--- src/rtl/sdram_read_fifo.sv ---
// Read-data FIFO behind the SDRAM read engine: 1-cycle registered pop; fifo_full asserts FULL_SLACK words early, writes to a full array are dropped.
// Optional saturating statistics counters are built when SDRAM_RFIFO_STATS_EN is defined.
module sdram_read_fifo #(
  parameter int ADDR_WIDTH = 4,
  parameter int FULL_SLACK = 2
) (
  input  logic                  clk,
  input  logic                  rst,
  input  logic                  flush,
  input  logic                  fifo_wr,
  input  logic [31:0]           fifo_data,
  output logic                  fifo_full,
  input  logic                  rd_en,
  output logic [31:0]           rd_data,
  output logic                  rd_valid,
  output logic                  empty,
  output logic [ADDR_WIDTH:0]   count,
  output logic                  overflow,
  output logic                  underflow,
  output logic [15:0]           stat_words,
  output logic [15:0]           stat_drops
);

  localparam int DEPTH = 1 << ADDR_WIDTH;
  localparam logic [ADDR_WIDTH:0] DEPTH_CNT  = (ADDR_WIDTH+1)'(DEPTH);
  localparam logic [ADDR_WIDTH:0] FULL_LEVEL = (ADDR_WIDTH+1)'(DEPTH - FULL_SLACK);
  localparam logic [ADDR_WIDTH:0] CNT_ONE    = (ADDR_WIDTH+1)'(1);

  logic [31:0]           mem [DEPTH];
  logic [ADDR_WIDTH-1:0] wr_ptr;
  logic [ADDR_WIDTH-1:0] rd_ptr;
  logic                  is_full;
  logic                  wr_acc;
  logic                  wr_drop;
  logic                  pop_acc;
  logic                  pop_empty;

  assign is_full   = (count == DEPTH_CNT);
  assign empty     = (count == '0);
  assign fifo_full = (count >= FULL_LEVEL);

  // flush swallows same-cycle requests, so none of these fire during it
  assign wr_acc    = fifo_wr && !is_full && !flush;
  assign wr_drop   = fifo_wr &&  is_full && !flush;
  assign pop_acc   = rd_en   && !empty   && !flush;
  assign pop_empty = rd_en   &&  empty   && !flush;

  always_ff @(posedge clk) begin
    if (wr_acc && !rst) begin
      mem[wr_ptr] <= fifo_data;
    end
  end

  always_ff @(posedge clk) begin
    if (rst) begin
      wr_ptr    <= '0;
      rd_ptr    <= '0;
      count     <= '0;
      rd_data   <= '0;
      rd_valid  <= 1'b0;
      overflow  <= 1'b0;
      underflow <= 1'b0;
    end else if (flush) begin
      wr_ptr    <= '0;
      rd_ptr    <= '0;
      count     <= '0;
      rd_valid  <= 1'b0;
      overflow  <= 1'b0;
      underflow <= 1'b0;
    end else begin
      rd_valid <= pop_acc;
      if (wr_acc) begin
        wr_ptr <= wr_ptr + 1'b1;
      end
      if (pop_acc) begin
        rd_data <= mem[rd_ptr];
        rd_ptr  <= rd_ptr + 1'b1;
      end
      case ({wr_acc, pop_acc})
        2'b10:   count <= count + CNT_ONE;
        2'b01:   count <= count - CNT_ONE;
        default: count <= count;
      endcase
      if (wr_drop) begin
        overflow <= 1'b1;
      end
      if (pop_empty) begin
        underflow <= 1'b1;
      end
    end
  end

`ifdef SDRAM_RFIFO_STATS_EN
  // Saturating; only rst clears them, flush leaves history intact
  always_ff @(posedge clk) begin
    if (rst) begin
      stat_words <= '0;
      stat_drops <= '0;
    end else begin
      if (wr_acc && stat_words != 16'hFFFF) begin
        stat_words <= stat_words + 16'd1;
      end
      if (wr_drop && stat_drops != 16'hFFFF) begin
        stat_drops <= stat_drops + 16'd1;
      end
    end
  end
`else
  assign stat_words = 16'h0000;
  assign stat_drops = 16'h0000;
`endif

endmodule
--- config.mk ---
export PLATFORM = sky130hd
export DESIGN_NAME = sdram_read_fifo
export DESIGN_NICKNAME = d
export VERILOG_FILES = /design/src/rtl/sdram_read_fifo.sv
export SDC_FILE = /design/constraint.sdc
export NUM_CORES = 1
export LEC_CHECK = 0
export ABC_AREA = 1
export BUFFER_PORTS_ARGS = -buffer_cell sky130_fd_sc_hd__buf_2
export CAP_MARGIN = 20
export CORE_AREA = 2 2 233 178
export CTS_BUF_LIST = sky130_fd_sc_hd__clkbuf_4 sky130_fd_sc_hd__clkbuf_8 sky130_fd_sc_hd__clkbuf_16
export DETAILED_ROUTE_END_ITERATION = 8
export DIE_AREA = 0 0 235 180
export GPL_TIMING_DRIVEN = 0
export PLACE_DENSITY = 0.78
export SKIP_CTS_REPAIR_TIMING = 1
export SYNTH_ARGS = -nofsm -noshare
export SYNTH_HDL_FRONTEND = slang
export SYNTH_SLANG_ARGS = --single-unit
export TNS_END_PERCENT = 50
--- constraint.sdc ---
create_clock -name clk -period 3.61 [get_ports clk]
set_input_delay 0.5415 -clock clk [delete_from_list [all_inputs] [get_ports clk]]
set_output_delay 0.5415 -clock clk [all_outputs]
set_load 0.02 [all_outputs]
# Word level (Yosys, flattened, before mapping)
# Memories as Yosys holds them, arrays and structs flattened. A register that Yosys moved wholly into a read port is not among the register bits.
# Cells that the tools add are included.
dict set report classes {
  add_sub_neg 4
  magnitude_cmp 1
  n_eq_ne 3
  n_mux 3
  bitwise 1
  reduce_logical 17
}
# cell n
set op_table {}
lappend op_table {{5-bit case mux with 2 select lines} 1}
lappend op_table {{1-bit logical AND} 9}
lappend op_table {{4-bit by 1-bit adder with 4-bit output (second input constant)} 2}
lappend op_table {{5-bit by 1-bit adder with 5-bit output (second input constant)} 1}
lappend op_table {{5-bit equality test (second input constant)} 1}
lappend op_table {{5-bit by 4-bit greater-or-equal comparator with 1-bit output (second input constant)} 1}
lappend op_table {{5-bit logical NOT} 1}
lappend op_table {{5-bit by 1-bit subtractor with 5-bit output (second input constant)} 1}
lappend op_table {{1-bit logical NOT} 4}
lappend op_table {{2-bit by 1-bit equality test with 1-bit output (second input constant)} 1}
lappend op_table {{2-bit equality test (second input constant)} 1}
lappend op_table {{1-bit 2-to-1 mux} 2}
lappend op_table {{2-bit AND reduction} 1}
lappend op_table {{2-bit nonzero test} 1}
lappend op_table {{2-bit OR reduction} 1}
lappend op_table {{1-bit inverter} 1}
dict set report word_totals {
  reg_bits 16
  ram_bits 512
  input_bits 37
  out_inout_bits 74
  word_cells 36
  n_memories 1
}
# memory depth width read_ports rd_clocked_by_memory_dff wr line
set memory_table {}
lappend memory_table {mem 16 32 1 1 1 29} ;# logic [31:0] mem [DEPTH];

# Depth between registers and ports, before layout
dict set report depth {
  word_depth 7
  depth_mapped 14
  mapped_depth_nobuf 13
}

# Worst setup path after synthesis
# No wires, ideal clock.
dict set report synth_path {
  path_type {flip-flop to flip-flop}
  from {register count[1]}
  to {memory mem[0][0], enable pin}
  setup_time_ns 0.421
  t_arrival_ns 2.466
  required_time_ns 3.189
  path_slack_ns 0.723
  stages_incl_launch_ff 7
  n_path_buf 0
  period_less_slack_ns 2.887
  path_cell_list {dfxtp_1 -> inv_1 -> nand4_1 -> nand2_1 -> inv_1 -> nand2_1 -> nor2_1}
}
dict set report synth_via {
  elab_chain_len 7
}
# element line
set synth_lines {}
lappend synth_lines {{start: declaration} 17} ;# output logic [ADDR_WIDTH:0] count,
lappend synth_lines {{start signal: assignment} 80} ;# 2'b10: count <= count + CNT_ONE;
lappend synth_lines {{start signal: assignment} 81} ;# 2'b01: count <= count - CNT_ONE;
lappend synth_lines {{start signal: assignment} 82} ;# default: count <= count;
lappend synth_lines {{5-bit equality test} 38} ;# assign is_full = (count == DEPTH_CNT);
lappend synth_lines {{1-bit logical NOT} 43} ;# assign wr_acc = fifo_wr && !is_full && !flush;
lappend synth_lines {{1-bit logical AND (2 in series)} 43}
lappend synth_lines {{1-bit logical AND} 49} ;# if (wr_acc && !rst) begin
lappend synth_lines {{1-bit 2-to-1 mux} 49}
lappend synth_lines {{1-bit 2-to-1 mux (implied by the code)} 50} ;# mem[wr_ptr] <= fifo_data;
lappend synth_lines {{end: declaration} 29}
# Every way passes these cells.

# Worst setup path in the final report
dict set report layout_path {
  from {register count[0]}
  to {register count[4]}
}
dict set report layout_via {
  elab_chain_len 6
  elab_cells_between_ends 14
  cone_classes {2 x add/sub; 3 x eq/ne; 1 x mux; 8 x reduce/logical}
}
# element line
set layout_lines {}
lappend layout_lines {{5-bit logical NOT (*)} 39} ;# assign empty = (count == '0);
lappend layout_lines {{1-bit logical NOT (*)} 45} ;# assign pop_acc = rd_en && !empty && !flush;
lappend layout_lines {{1-bit logical AND (*) (2 in series)} 45}
lappend layout_lines {{via pop_acc} 35} ;# logic pop_acc;
lappend layout_lines {{2-bit by 1-bit equality test with 1-bit output or 2-bit equality test (tied branches)} 79} ;# case ({wr_acc, pop_acc})
lappend layout_lines {{5-bit case mux with 2 select lines or 2-bit nonzero test (tied branches)} -}
# Mark *: on every way through the listed nets, which the timed path passes. The rest lies on a longest branch.
# A chain may end at the register's enable or synchronous reset.

==> parameters.txt <==
Parameter                              Value

Synthesis
  Share of the synthesized area in the top cell type ... 63.8%
  Biggest area contributors in the synthesized netlist ... edfxtp_1 64%, nand2_1 13%, nand3_1 7.5%
  Summed instance area of the synthesized netlist ... 24100 um2
  Number of instances in the synthesized netlist ... 2336
  Biggest area consumer among synthesized cells ... edfxtp_1
  Post-Syn Area per Cell ... 10.3 um2
  Syn. warnings ... 0
  Library cells used by synthesis ... 31
  Sequential element share of the synthesized area ... 67.8%
  Seq cells post-synth ... 560

Global route
  Via count of the first global-routing pass ... 16863
  Global-route usage over all layers ... 31.0%
  Number of antenna violations at the first check in global routing ... 0
  Total congestion overflow ... 0
  Global-route track usage on met3 ... 6.80%
  Busiest layer in global routing ... met2
  Global-route wire length before repair ... 97900 um
  Global-route track usage on met1 ... 42.1%
  Pin count of the biggest net entering global routing ... 22
  Global Route met2 Usage ... 48.9%

Drt
  Detailed-route via count ... 17412
  Routed length per instance ... 21.3 um
  Average via count per standard cell ... 5.64
  Total routed wirelength ... 65800 um
  Count of TritonRoute iterations in the first routing pass ... 6
  First DRT Iteration DRCs ... 2646
  Final routed DRC violation total ... 0
  Antenna Violating Nets Remaining ... 0

Setup path
  Critical path capture point type ... register
  Peak per-stage delay on the critical path ... 0.40 ns
  CP arrival ... 3.29 ns
  Element type at the critical path start ... register
  Worst Path Required ... 4.12 ns
  Crit path kind ... reg2reg
  Largest fanout on the critical path ... 10
  Cell with the largest stage delay on the worst path ... dfxtp_1
  Most numerous cell on the critical path ... nand2_1
  Critical path cell sequence ... inv_1 -> nand4_1 -> nand3_2 -> inv_2 -> buf_2 -> ha_1 -> ha_1 -> a21oi_1 -> nor2_1 -> nor2_1 -> nand2_1 -> nand2_1 -> nand2_1 -> a21oi_1

Min path
  Type of the worst min-delay path ... in2reg

Placement
  Pre-CTS setup slack ... 0.850 ns
  Detailed-placement wirelength estimate ... 42700 um
  Cell total after placement ... 2988
  Placer congestion estimate ... 0.857
  Count of port buffers added during placement ... 77

STA
  F_max ... 360 MHz
  Pin slew with the least headroom to its limit ... 1.15 ns
  Setup repair after global routing missed its margin ... false
  Largest clock skew in the final design ... 0.0191 ns
  Total setup violations reported at the end of the flow ... 0
  Final hold vios ... 0
  Share of the clock period used by the worst path ... 77.0%
  Sum of negative setup slack ... 0 ns
  Final critical-path required period ... 2.78 ns
  Setup slack of the critical path after layout ... 0.832 ns
  Final slew viol count ... 0
  Slew Limit Headroom ... 23.4%

Clock tree
  H-tree levels ... 2
  Clock Tree Buf Depth ... 3
  Clock transition time at the flip-flop clock pins of the worst setup and hold paths ... 0.06 ns
  Number of buffers inserted during clock tree synthesis ... 52
  TritonCTS clock tree ... built
  Clock sink total ... 560
  Buffer type at the clock tree root ... clkbuf_16
  Clock Latency Late Sink ... 0.60 ns

Run
  Max-cap violation count ... 0

Die
  Die outline height ... 180 um
  FP Rows ... 64
  Area of the core ... 40100 um2
  Initial core utilization ... 60.0%
  I/O pin total ... 111
  Area of the die ... 42300 um2
  Horizontal die dimension ... 235 um

Run status
  Result of the run ... finished clean

Layout
  Combined area of the multi-input logic cells ... 5790 um2
  Number of nets at the end of the flow ... 2561
  Area growth from synthesis to layout ... 13.6%
  Fraction of layout cells with a size suffix above 1 ... 12.3%
  Number of antenna repair diodes ... 0
  Footprint of the flip-flops and latches ... 16300 um2
  Final standard cell count with taps included and fillers excluded ... 3085
  Fillers ... 2860

Pwr
  Peak supply drop ... 429 uV
  Leak ... 11.7 nW
  Pwr per Cell Area ... 479 nW/um2
Yosys cell counts:
master,number
buf_4,53
clkbuf_1,20
dfxtp_1,48
nor2_1,90
edfxtp_1,512
nor2_2,1
clkinv_1,2
inv_2,1
o21bai_1,1
inv_1,310
nand3_1,359
o31ai_1,1
conb_1,1
nand2_2,1
a211oi_1,1
xor2_1,5
nand4_1,2
inv_4,1
a31oi_1,1
nand3_2,1
ha_1,9
o21ai_0,6
buf_6,24
buf_1,11
nor3b_1,1
o21ai_1,2
a21oi_1,13
buf_2,40
nand2_1,816
buf_8,2
fa_1,1
through the flow:
stage | utilization, % | area (um2) | hold WS [ns] | power, mW
floorplan | - | 24200 | 0.472 | 7.63
global placement | 62.9 | 25200 | 0.448 | 7.86
detailed placement | 64.1 | 25700 | 0.470 | 7.89
CTS | 68.2 | 27400 | 0.237 | 13.1
global route | 68.2 | 27400 | 0.254 | 13.4
finish | 68.2 | 27400 | 0.246 | 13.1
sequential cells by signal, summed over array words and instances (netlist names):
signal     flops
rd_ptr         4
rd_valid       1
wr_ptr         4
count          5
rd_data       32
mem          512
overflow       1
underflow      1
layout make-up:
cell class | count | share of cell area (%)
Clock buffer | 69 | 5.31
Clock inverter | 28 | 0.695
Multi-Input combinational cell | 1343 | 21.2
Tap cell | 528 | 2.41
Sequential cell | 560 | 59.7
Timing Repair Buffer | 93 | 2.72
Buffer | 150 | 3.71
Inverter | 314 | 4.32
routing by layer:
metal	up-vias	share of wire, %
li1	7867	-
met1	8097	37
met2	1238	46
met3	210	13
met4	0	4.0
met5	-	0
cell usage in the layout (no fill, tap or decap), drive strengths merged:
master  synthesis  final
o21bai          1      1
clkbuf         20     89
o21ai           8      8
nor2           91     91
inv           312    314
fa              1      1
clkinv          2     26
nor3b           1      1
a211oi          1      1
bufinv          0      2
a21oi          13     13
nand4           2      2
nand2         817    817
ha              9      9
dfxtp          48     48
buf           130    223
a31oi           1      1
xor2            5      5
edfxtp        512    512
o31ai           1      1
conb            1     32
nand3         360    360
final timing paths:
kind / endpoint / slack (ns) / cells past startpoint / from
min: underflow$_SDFFE_PP0P_ / 0.25 / 3 / rd_en
max: count[4]$_SDFFE_PP0P_ / 0.83 / 14 / count[0]$_SDFFE_PP0P_
max reg2reg: count[4]$_SDFFE_PP0P_ / 0.83 / 14 / count[0]$_SDFFE_PP0P_
min reg2reg: overflow$_SDFFE_PP0P_ / 0.48 / 2 / overflow$_SDFFE_PP0P_
worst max-delay path: cells and delay by family (launching register included):
family                     cells  cell delay (ns)
and+or+nand+nor                7             0.69
AOI/OAI and AO/OA              2             0.27
adders and majority gates      2             0.72
buffers and inverters          3             0.65
DFF                            1             0.40
kinds of logic after synthesis:
kind of cell / count (synthesis) / share of synthesized area (%)
compound gates: 25 / 0.556
xor+xnor: 5 / 0.182
fa+ha+maj: 10 / 0.551
buf+inv: 464 / 9.12
flops: 560 / 67.8
other cells: 1 / 0.0156
simple gates: 1271 / 21.8
where the power goes:
group / internal, mW / leakage (nW) / switching [mW]
logic: 0.180 / 5.89 / 0.456
clock network: 2.98 / 0.828 / 2.37
registers: 7.11 / 5.00 / 0.0204
(Power assumes the default switching activity.)
